===== src/rtl/vga_capture.sv =====
// vga_capture: samples a VGA pixel stream, packs active pixels to RGB555 and buffers them into SRAM writes
module vga_capture #(
   parameter logic [31:0] BASEADDRESS = 32'h4000_1000,
   parameter logic [19:0] FB_BASE = 20'h00000,
   parameter int MAX_PIXELS = 307200,
   parameter int FIFO_DEPTH = 8
) (
   input  logic        ACLK,
   input  logic        RESET,
   input  logic        PIX_EN,
   input  logic        VGA_HS,
   input  logic        VGA_VS,
   input  logic        VGA_BLANK_N,
   input  logic [7:0]  RED,
   input  logic [7:0]  GREEN,
   input  logic [7:0]  BLUE,
   output logic [19:0] MEM_ADDR,
   output logic [15:0] MEM_DATA,
   output logic        MEM_WR,
   input  logic        MEM_READY,
   input  logic [31:0] ADDR,
   input  logic [31:0] DATA_I,
   input  logic        WRSTB,
   output logic [31:0] DATA_O,
   output logic        IRQ
);
   localparam int AW = $clog2(FIFO_DEPTH);
   localparam logic [AW:0] FULL = (AW+1)'(FIFO_DEPTH);
   localparam logic [19:0] MAXP = 20'(MAX_PIXELS);
   typedef enum logic [2:0] {IDLE, WAIT_VS, CAPTURE, DRAIN, DONE} state_t;
   state_t state;
   logic [1:0] ctrl;
   logic done, ovf, clip;
   logic [10:0] hcount, line_cnt;
   logic [9:0] vcount, vrun;
   logic [19:0] idx;
   logic s_v, s_vs, s_vs_p, s_bl;
   logic [15:0] s_px;
   logic p_v;
   logic [19:0] p_addr;
   logic [15:0] p_data;
   logic [35:0] mem [FIFO_DEPTH];
   logic [AW-1:0] wp, rp;
   logic [AW:0] cnt;
   logic ctrl_wr, stat_wr, vs_rise, pop, push_ok, busy;
   logic [31:0] status;
   logic unused_ok;
   assign unused_ok = &{1'b0, VGA_HS, DATA_I[31:4]};
   assign ctrl_wr = WRSTB && ADDR == BASEADDRESS;
   assign stat_wr = WRSTB && ADDR == BASEADDRESS + 32'd4;
   assign vs_rise = s_v && s_vs && !s_vs_p;
   assign pop = MEM_WR && MEM_READY;
   assign push_ok = p_v && (cnt != FULL || pop);
   assign busy = state == WAIT_VS || state == CAPTURE || state == DRAIN;
   assign status = {24'd0, 4'(cnt), clip, ovf, done, busy};
   assign MEM_WR = cnt != '0;
   assign {MEM_ADDR, MEM_DATA} = MEM_WR ? mem[rp] : '0;
   assign IRQ = done;
   always_comb
      DATA_O = ADDR == BASEADDRESS ? {30'd0, ctrl} :
               ADDR == BASEADDRESS + 32'd4 ? status :
               ADDR == BASEADDRESS + 32'd8 ? {21'd0, hcount} :
               ADDR == BASEADDRESS + 32'd12 ? {22'd0, vcount} : '0;
   always_ff @(posedge ACLK)
      if (push_ok) mem[wp] <= {p_addr, p_data};
   always_ff @(posedge ACLK) begin
      if (RESET) begin
         state <= IDLE;
         ctrl <= '0;
         {done, ovf, clip} <= '0;
         hcount <= '0;
         vcount <= '0;
         line_cnt <= '0;
         vrun <= '0;
         idx <= '0;
         s_v <= 1'b0;
         s_vs <= 1'b1;
         s_vs_p <= 1'b1;
         s_bl <= 1'b0;
         s_px <= '0;
         p_v <= 1'b0;
         p_addr <= '0;
         p_data <= '0;
         wp <= '0;
         rp <= '0;
         cnt <= '0;
      end else begin
         s_v <= PIX_EN;
         if (PIX_EN) begin
            s_vs <= VGA_VS;
            s_vs_p <= s_vs;
            s_bl <= VGA_BLANK_N;
            s_px <= {1'b0, BLUE[7:3], GREEN[7:3], RED[7:3]};
         end
         if (stat_wr) begin
            if (DATA_I[1]) done <= 1'b0;
            if (DATA_I[2]) ovf <= 1'b0;
            if (DATA_I[3]) clip <= 1'b0;
         end
         if (push_ok) wp <= wp + 1'b1;
         else if (p_v) ovf <= 1'b1;
         if (pop) rp <= rp + 1'b1;
         cnt <= cnt + (AW+1)'(push_ok) - (AW+1)'(pop);
         p_v <= 1'b0;
         case (state)
            WAIT_VS: if (vs_rise) begin
               idx <= '0;
               line_cnt <= '0;
               vrun <= '0;
               state <= CAPTURE;
            end
            CAPTURE: if (vs_rise) begin
               vcount <= vrun;
               state <= DRAIN;
            end else if (s_v && s_bl) begin
               line_cnt <= &line_cnt ? line_cnt : line_cnt + 1'b1;
               if (idx < MAXP) begin
                  p_v <= 1'b1;
                  p_addr <= FB_BASE + idx;
                  p_data <= s_px;
                  idx <= idx + 1'b1;
               end else clip <= 1'b1;
            end else if (s_v) begin
               // a nonzero count can only follow active samples, so this is the blank falling edge
               if (line_cnt != '0) begin
                  hcount <= line_cnt;
                  vrun <= &vrun ? vrun : vrun + 1'b1;
               end
               line_cnt <= '0;
            end
            DRAIN: if (cnt == '0 && !p_v) begin
               done <= 1'b1;
               state <= ctrl[1] ? WAIT_VS : DONE;
            end
            default: ;
         endcase
         if (ctrl_wr) begin
            ctrl <= DATA_I[1:0];
            state <= DATA_I[0] ? WAIT_VS : IDLE;
            wp <= '0;
            rp <= '0;
            cnt <= '0;
            p_v <= 1'b0;
            if (DATA_I[0]) {done, ovf, clip} <= '0;
         end
      end
   end
endmodule


===== config.mk =====
export PLATFORM = sky130hd
export DESIGN_NAME = vga_capture
export DESIGN_NICKNAME = d
export VERILOG_FILES = /design/src/rtl/vga_capture.sv
export SDC_FILE = /design/constraint.sdc
export NUM_CORES = 1
export LEC_CHECK = 0
export ABC_AREA = 1
export ABC_CLOCK_PERIOD_IN_PS = 8950
export CAP_MARGIN = 20
export CORE_MARGIN = 4
export CORE_UTILIZATION = 30
export CTS_CLUSTER_SIZE = 25
export DETAILED_ROUTE_END_ITERATION = 16
export DONT_BUFFER_PORTS = 1
export PLACE_DENSITY_LB_ADDON = 0.05
export RECOVER_POWER = 50
export REMOVE_ABC_BUFFERS = 1
export SLEW_MARGIN = 5
export SYNTH_ARGS = -nofsm -noshare
export SYNTH_HDL_FRONTEND = slang
export SYNTH_SLANG_ARGS = --single-unit

===== constraint.sdc =====
create_clock -name ACLK -period 8.95 [get_ports ACLK]
set_input_delay 2.2375 -clock ACLK [delete_from_list [all_inputs] [get_ports ACLK]]
set_output_delay 2.2375 -clock ACLK [all_outputs]
set_load 0.01 [all_outputs]

Word level (Yosys, flattened, before mapping)
Memories as Yosys holds them, arrays and structs flattened. A register that Yosys moved wholly into a read port is not among the register bits.
Cells that the tools add are included.
{"block": "classes", "add_sub_neg": 7, "n_lt_le_gt_ge": 1, "eq_ne": 21, "n_mux": 55, "n_bitwise": 3, "n_reduce_logical": 29}
{"op": "$eq A32 B31 Y1 const B", "count": 4}
{"op": "$mux W11", "count": 8}
{"op": "$mux W20", "count": 4}
{"op": "$mux W10", "count": 7}
{"op": "$pmux W20 S2", "count": 1}
{"op": "$mux W36", "count": 1}
{"op": "$mux W1", "count": 24}
{"op": "$pmux W11 S2", "count": 1}
{"op": "$mux W3", "count": 7}
{"op": "$add A20 B1 Y20 const B", "count": 1}
{"op": "$lt A20 B19 Y1 const B", "count": 1}
{"op": "$pmux W10 S2", "count": 1}
{"op": "$reduce_and A5 Y1", "count": 3}
{"op": "$add A11 B1 Y11 const B", "count": 1}
{"op": "$reduce_and A11 Y1", "count": 1}
{"op": "$reduce_bool A11 Y1", "count": 1}
{"op": "$add A10 B1 Y10 const B", "count": 1}
{"op": "$ne A2 B2 Y1 const B", "count": 5}
{"op": "$reduce_and A10 Y1", "count": 1}
{"op": "$ne A3 B3 Y1 const B", "count": 3}
{"op": "$pmux W3 S3", "count": 1}
{"op": "$logic_and A1 B1 Y1", "count": 8}
{"op": "$reduce_and A4 Y1", "count": 2}
{"op": "$reduce_bool A4 Y1", "count": 2}
{"op": "17 further kinds", "count": 27}
{"block": "totals", "regBits": 135, "mem_bits_rw": 280, "output_inout_bits": 70, "wordCells": 138, "mem_count": 1}
{"name": "mem", "depth": 8, "word_bits": 35, "rd": 1, "rd_clocked_by_memory_dff": 1, "wr": 1, "line": "42", "rtl": "logic [35:0] mem [FIFO_DEPTH];"}

Longest topological paths before layout
Gate-level depths: netlist (run 1).
{"block": "logic_depth", "ltp_word": 9, "depth_mapped": 14}

Worst setup path after synthesis (run 1)
OpenSTA, ideal clock, no wires.
{"block": "synth_path", "kind": "input -> output", "from": "input port ADDR[7]", "to": "output port DATA_O[0]", "t_arrival_ps": 3250, "setup_slack_ps": 3462, "path_stages": 9, "n_path_buf": 1, "cell_sequence": "nor2_1 > nand3_1 > inv_1 > nand2_1 > nor2_1 > and2_1 > clkbuf_1 > nand2_1 > nand4_1"}
{"block": "synth_between", "elab_chain_len": 5}
{"item": "start, declared", "line": "21", "rtl": "input logic [31:0] ADDR,"}
{"item": "$eq A32 B31 Y1", "line": "63", "rtl": "ADDR == BASEADDRESS + 32'd12 ? {22'd0, vcount} : '0;"}
{"item": "$mux W10", "line": "63"}
{"item": "$mux W11", "line": "62", "rtl": "ADDR == BASEADDRESS + 32'd8 ? {21'd0, hcount} :"}
{"item": "$mux W11", "line": "61", "rtl": "ADDR == BASEADDRESS + 32'd4 ? status :"}
{"item": "$mux W11 (*)", "line": "60", "rtl": "DATA_O = ADDR == BASEADDRESS ? {30'd0, ctrl} :"}
{"item": "end, declared", "line": "24", "rtl": "output logic [31:0] DATA_O,"}
Every way passes the cells marked *; elsewhere a longest branch is shown, timed or not.

Final worst setup path (run 1)
{"block": "layout_path", "from": "input port ADDR[29]", "to": "output port DATA_O[9]"}
Same word-level chain as after synthesis.

==> results of run 1 <==
-- placed cells by master, fill, tap and decap left out, types with 3 or more instances in the layout --
cell type,instances
nor4_1,3
clkbuf_16,50
o21ai_1,3
buf_4,13
nor2_1,499
inv_1,73
a21oi_1,71
nand3_1,75
o21ai_0,191
clkbuf_8,5
xor2_1,11
nor3_1,11
o32ai_1,70
ha_1,11
nand3b_1,4
dfxtp_1,135
nand4_1,12
bufinv_16,4
clkinv_1,5
nand2_2,4
clkbuf_1,20
or2_2,7
nand2_1,200
clkinv_2,7
and2_1,7
inv_2,3
conb_1,22
nor2_4,10
nor2_2,3
edfxtp_1,280
-- Yosys cell counts, types with 12 or more instances --
cell type  instances
clkbuf_1          60
o32ai_1           70
nand3_1           75
edfxtp_1         280
nand4_1           12
dfxtp_1          138
a21oi_1           71
nand2_1          194
o21ai_0          184
buf_4             23
buf_2             21
inv_1             70
nor2_1           503
-- how the worst max path moves through the flow --
| stage | end | cells past startpoint | slack (ps) | startpoint |
|---|---|---|---|---|
| finish | DATA_O[9] | 8 | 3110 | ADDR[29] |
| global route | DATA_O[9] | 8 | 2910 | ADDR[19] |
| CTS | DATA_O[9] | 8 | 3040 | ADDR[29] |
| detailed placement | DATA_O[9] | 8 | 3060 | ADDR[29] |
| global placement | DATA_O[9] | 8 | 3080 | ADDR[29] |
| floorplan | MEM_ADDR[0] | 5 | 630 | flop |
-- layer usage --
layer,GRT usage (%),up-vias
met2,25.80,189
met5,0,-
met1,21.56,5958
li1,-,6167
met4,3.820,2
met3,2.421,57
-- metrics by stage --
| stage | std cells | setup slack [ps] | area, um2 |
|---|---|---|---|
| final | 2597 | 3111 | 19970 |
| after global routing | 2597 | 2905 | 19970 |
| after CTS | 2596 | 3039 | 20030 |
| after detailed placement | 2504 | 3060 | 18420 |
| after floorplan | 1724 | 630.5 | 17260 |
| after global placement | 2504 | 3080 | 18420 |
-- flip-flops by register name (all words and copies together), names as in the netlist, 2 cells and up, named ones only --
name,count
line_cnt,11
cnt,4
mem,280
p_data,15
wp,3
s_px,15
vrun,10
vcount,10
rp,3
hcount,11
idx,20
ctrl,2
p_addr,20
state,3
-- power by group through the flow --
| stage | Sequential (W) | Combinational [W] | Clock, W |
|---|---|---|---|
| 5_1_grt | 0.00219 | 0.00116 | 0.00214 |
| 6_report | 0.00218 | 0.00101 | 0.00199 |
| 3_3_place_gp | 0.00222 | 0.00107 | 0 |
| 3_5_place_dp | 0.00222 | 0.00106 | 0 |
| 4_1_cts | 0.00218 | 0.00106 | 0.00206 |
| 2_1_floorplan | 0.00221 | 0.000729 | 0 |
-- critical path: cells and delay by family --
kind             cells  cell delay [ps]
and+or+nand+nor      8             1360
-- layout make-up --
type                            count  area [um2]  share of cell area, %
Clock buffer                       73        1388                  6.949
Clock inverter                     19       222.7                  1.115
Inverter                           81       311.5                  1.560
Multi-Input combinational cell   1225        5791                  29.00
Sequential cell                   418       11180                  55.98
Tap cell                          765       957.2                  4.793
Timing Repair Buffer               16       120.1                 0.6015
-- logic make-up after synthesis --
| group | Yosys count | share of synthesized area (%) |
|---|---|---|
| other | 1 | 0.02110 |
| DFF | 418 | 62.86 |
| xor gates and xnor gates | 12 | 0.5915 |
| and+or+nand+nor | 841 | 19.55 |
| AOI/OAI and AO/OA | 338 | 11.05 |
| buffers and inverters | 194 | 5.042 |
| adders and majority gates | 12 | 0.8872 |
==> flow_metrics.py, run 1 <==
metrics = {
    "run_status": {
        "outcome": "complete, but fails checks",
        "violations": "max-capacitance violations, max-slew violations",
    },
    "detailed_routing": {
        "top_layer": "met5",
        "vias_per_cell": 4.764,
        "drc": 0,
        "firstDrtPassIters": 5,
        "met3_length_um": 1854,
        "vias": 12370,
        "wl_met1_um": 23410,
        "routed_wl_um": 49810,
        "wl_met2_um": 23730,
        "antenna_left": 0,
        "wl_per_cell_um": 19.18,
        "drtIter0Drc": 669,
    },
    "layout": {
        "syn2layout_area_growth_pct": 12.38,
        "fill_cells": 5921,
        "antennaDiodeCount": 0,
        "utilization_pct": 34.35,
        "num-nets-final": 1899,
        "layout-drive-gt1-share_pct": 6.714,
    },
    "timing": {
        "finClkSkew_ps": 26.82,
        "whs_ps": 441.5,
        "setup_viol": 0,
        "period_share_pct": 65.24,
        "worst_slew_pin_slew_ps": 2706,
        "drv_slew": 97,
        "finalSetupTns_ps": 0,
        "fmax_ghz": 0.1713,
        "min_period_ps": 5839,
        "finalHoldViolCount": 0,
        "relSlewSlack_pct": -80.42,
        "rsz0062_at_grt": "no",
    },
    "job": {
        "drv_cap": 2,
    },
    "yosys": {
        "synth_flop_cell": "edfxtp_1",
        "synth-seq-cells": 418,
        "ys_warn_count": 0,
        "synth-edff-count": 280,
        "ys_seq_area_share_pct": 62.86,
        "ys_types": 40,
        "synthArstFlopShare_pct": 0,
        "synth_top_cell_area_share_pct": 47.32,
        "synth_cells": 1816,
        "syn_area_um2": 17770,
        "syn_avg_cell_area_um2": 9.785,
        "synth_area_leaders": "edfxtp_1 47%, dfxtp_1 16%, nor2_1 11%, o21ai_0 5.2%, nand2_1 4.1%",
        "synth_top_area_cell": "edfxtp_1",
    },
    "floorplan": {
        "dieWidth_um": 251.4,
        "start_util_pct": 30.57,
        "fp.dieH_um": 251.4,
        "rows": 88,
        "core_um2": 58140,
        "dieArea_um2": 63190,
        "ioPinCount": 166,
    },
    "clocking": {
        "cts_tree": "yes",
        "cts_buffers": 49,
        "cts_setup_buffers": 0,
        "h-tree-depth": 2,
        "clk_path_buf_depth": 3,
        "cts_hold_buf": 0,
        "root_buffer": "clkbuf_16",
        "clk_latency_ps": 590,
        "clock-sinks": 418,
        "ctsResizeCount": 0,
        "clkTransAtPathRegs_ps": 60,
    },
    "power_and_ir_drop": {
        "cellLeakagePower_nw": 7.266,
        "switching_share_pct": 31.03,
        "vdd_drop_max_mv": 0.1426,
        "netSwitchingPower_w": 0.001605,
        "p_per_area_nw_per_um2": 259.0,
        "intPower_w": 0.003567,
        "power.total_w": 0.005172,
        "p_comb_share_pct": 19.4,
        "seqPwrFrac_pct": 42.1,
        "p_clk_share_pct": 38.5,
    },
    "worst_setup_path": {
        "regToRegEndpoint": "p_addr[5]$_SDFFE_PP0P_",
        "criticalPathCategory": "in -> out",
        "crit_required_ps": 6710,
        "critPathLaunchType": "primary input",
        "crit_path_end_kind": "output pin",
        "cp_slowest_cell": "nor2_1",
        "crit_fanout": 8,
        "worst_ep_arrival_time_ps": 3600,
        "r2r-start": "state[1]$_SDFFE_PP0P_",
        "cpPeakStageDelay_ps": 360,
        "path_cells": "nor2_1 -> nand2_1 -> nor2_1 -> nand2_1 -> nor2_1 -> and2_1 -> nand3b_1 -> nand2_1",
        "r2r_slack_ps": 4570,
        "r2r.worst_path.cells": 9,
    },
    "grt": {
        "grt_max_degree": 97,
        "antenna_found_initial": 2,
        "groute.usage.overall_pct": 15.58,
        "grt_pass1_wl_um": 75960,
        "overflow": 0,
        "grt_pass1_vias": 12030,
    },
    "min_path": {
        "hold_path_depth": 2,
        "worstHoldStart": "idx[19]$_SDFFE_PP0P_",
        "hold_class": "reg -> reg",
        "min_to": "idx[19]$_SDFFE_PP0P_",
    },
    "placement": {
        "gp_congestion": 0.8002,
        "io_buffers": 0,
        "dpl.hpwl_um": 27890,
    },
}
Note: power is estimated with default switching activity, not from simulation.
==> run 2, diff against run 1 <==
- ABC_CLOCK_PERIOD_IN_PS: 8950 -> 5470
- clock period: 8.95 -> 5.47 ns (I/O delays scaled with it)
==> run 2 against run 1 <==
The run still ends with max-capacitance violations, max-slew violations left. Clock-buffer cell count is 2 lower. Sequential power is 64% higher. Cell count is 0.12% higher. First-iteration DRC count is 8.4% lower. Register-to-register slack worse by 3500 ps. Wire length is 0.23% higher. Utilization is 0.054 points higher. Hold slack worse by 3.9 ps. Cell area is 0.16% higher. Non-clock buffer count is 5 higher. Sequential cell count stayed put. Critical path type is now reg -> out. Largest cell class unchanged.
==> flow_metrics.py, run 2 (synthesis gave the netlist of run 1 again) <==
metrics = {
    "floorplan": {
        "fp.dieH_um": 251.4,
        "start_util_pct": 30.57,
        "core_um2": 58140,
        "ioPinCount": 166,
        "rows": 88,
        "dieArea_um2": 63190,
        "dieWidth_um": 251.4,
    },
    "power_and_ir_drop": {
        "cellLeakagePower_nw": 7.299,
        "seqPwrFrac_pct": 42.3,
        "p_comb_share_pct": 19.7,
        "p_clk_share_pct": 38.0,
        "power.total_w": 0.008439,
        "p_per_area_nw_per_um2": 422.0,
        "netSwitchingPower_w": 0.002618,
        "vdd_drop_max_mv": 0.2150,
        "intPower_w": 0.005822,
        "switching_share_pct": 31.02,
    },
    "layout": {
        "layout-drive-gt1-share_pct": 6.975,
        "regMostFlops": "mem",
        "final_common_cell": "nor2_1",
        "num-nets-final": 1903,
        "syn2layout_area_growth_pct": 12.55,
        "largest_reg_flops": 280,
        "utilization_pct": 34.40,
        "seq_area_um2": 11180,
        "fill_cells": 5954,
        "antennaDiodeCount": 0,
        "multi_input_comb_area_um2": 5779,
        "largestRegisters": "mem x280, idx x20, p_addr x20",
        "layout_common_cells": "500 x nor2_1, 280 x edfxtp_1, 199 x nand2_1",
    },
    "clocking": {
        "clkTransAtPathRegs_ps": 60,
        "cts_buffers": 48,
        "root_buffer": "clkbuf_16",
        "cts_hold_buf": 0,
        "h-tree-depth": 2,
        "cts_setup_buffers": 0,
        "clock-sinks": 418,
        "cts_tree": "yes",
        "clk_latency_ps": 570,
        "ctsResizeCount": 0,
        "clk_path_buf_depth": 3,
    },
    "worst_setup_path": {
        "cp_slowest_cell": "nand3_1",
        "cp_num_buf_inv": 2,
        "path_cells": "inv_1 -> ha_1 -> nand3_1 -> buf_4 -> o21ai_0 -> nor2_1",
        "r2r-start": "state[1]$_SDFFE_PP0P_",
        "crit_cells": 6,
        "cpPeakStageDelay_ps": 1070,
        "endpoint": "MEM_ADDR[6]",
        "critPathLaunchType": "flop",
        "startpoint": "cnt[2]$_SDFF_PP0_",
        "regToRegEndpoint": "p_addr[5]$_SDFFE_PP0P_",
        "crit_path_end_kind": "output pin",
        "r2r_slack_ps": 1090,
        "crit_required_ps": 4100,
        "worst_ep_arrival_time_ps": 3360,
        "r2r.worst_path.cells": 9,
        "crit_fanout": 25,
        "crit_family": "simple AND/OR/NAND/NOR gates",
        "criticalPathCategory": "reg -> out",
    },
    "timing": {
        "whs_ps": 437.6,
        "finClkSkew_ps": 10.94,
        "min_period_ps": 4723,
        "fmax_ghz": 0.2117,
        "period_share_pct": 86.34,
        "worst_slew_pin_slew_ps": 3286,
        "relSlewSlack_pct": -119.1,
        "setup_viol": 0,
        "drv_slew": 139,
        "finalHoldViolCount": 0,
        "rsz0062_at_grt": "no",
    },
    "grt": {
        "groute.usage.overall_pct": 15.62,
        "grt_pass1_vias": 12170,
        "grt_max_degree": 85,
        "overflow": 0,
        "antenna_found_initial": 0,
        "grt_pass1_wl_um": 76180,
    },
    "run_status": {
        "violations": "max-capacitance violations, max-slew violations",
        "outcome": "complete, but fails checks",
    },
    "detailed_routing": {
        "firstDrtPassIters": 5,
        "antenna_left": 0,
        "wl_per_cell_um": 19.20,
        "routed_wl_um": 49920,
        "drc": 0,
        "drtIter0Drc": 613,
        "vias_per_cell": 4.757,
        "vias": 12370,
    },
    "min_path": {
        "worstHoldStart": "idx[19]$_SDFFE_PP0P_",
        "hold_class": "reg -> reg",
    },
    "job": {
        "drv_cap": 3,
    },
    "placement": {
        "dpl.hpwl_um": 29040,
        "gp_congestion": 0.7820,
        "io_buffers": 0,
    },
}
-- run 2: changes by cell type in the layout (fill, tap and decap cells not counted), moves of 2 or more --
cell        before  now
nand2_2          4    6
clkbuf_1        20   15
clkinv_8         2    0
clkinvlp_2       2    0
buf_12           0    3
clkbuf_8         5    7
nor2_2           3    1
inv_2            3    1
buf_4           13   16
clkinv_2         7   10
inv_1           73   75
-- run 2: worst reg2reg max path, stage by stage, from the launching register on --
cell and delay [ps]:
dfxtp_1 380, inv_1 100, nor2_4 90, nand2_1 540, nor2_1 460, inv_1 180
nor2_4 130, clkbuf_1 1910, o21ai_0 250, a21oi_1 250
-- run 2: how the worst min path moves through the flow --
stage | to | slack (ps) | cells after the start
after floorplan | idx[19]$_SDFFE_PP0P_ | 420 | 2
after global placement | idx[19]$_SDFFE_PP0P_ | 430 | 2
after detailed placement | idx[19]$_SDFFE_PP0P_ | 430 | 2
after CTS | idx[19]$_SDFFE_PP0P_ | 440 | 2
after global routing | idx[19]$_SDFFE_PP0P_ | 480 | 2
final | idx[19]$_SDFFE_PP0P_ | 440 | 2
-- run 2: routing by layer --
metal	global-route usage (%)	vias to the layer above	part of all wire [%]
li1	-	6182	-
met1	21.62	5938	48
met2	25.91	187	47
met3	2.711	62	3.6
met4	3.297	0	1.7
met5	0	-	0
-- run 2: per-stage QoR --
stage                     instance area, um2  std cells  worst slack (ps)  setup TNS (ps)
after floorplan                        17260       1724             -1980          -69280
final                                  20000       2600             747.4               0
after detailed placement               18490       2510              1349               0
after global placement                 18490       2510              1337               0
after CTS                              20080       2600              1012               0
after global routing                   20000       2600             465.2               0
-- run 2: power groups by stage --
stage / registers [W] / clock network, W / logic (W)
after global routing: 0.00359 / 0.00347 / 0.00189
final: 0.00357 / 0.00321 / 0.00166
after detailed placement: 0.00364 / 0 / 0.00174
after CTS: 0.00357 / 0.00332 / 0.00174
after floorplan: 0.00362 / 0 / 0.00119
after global placement: 0.00364 / 0 / 0.00174
-- run 2: layout make-up --
cell class,instances,area share [%]
clock inverter,19,0.9071
tap,765,4.786
clock buffer,71,7.019
multi-input combinational,1225,28.90
inverter,81,1.558
sequential,418,55.90
timing repair buffer,21,0.9384
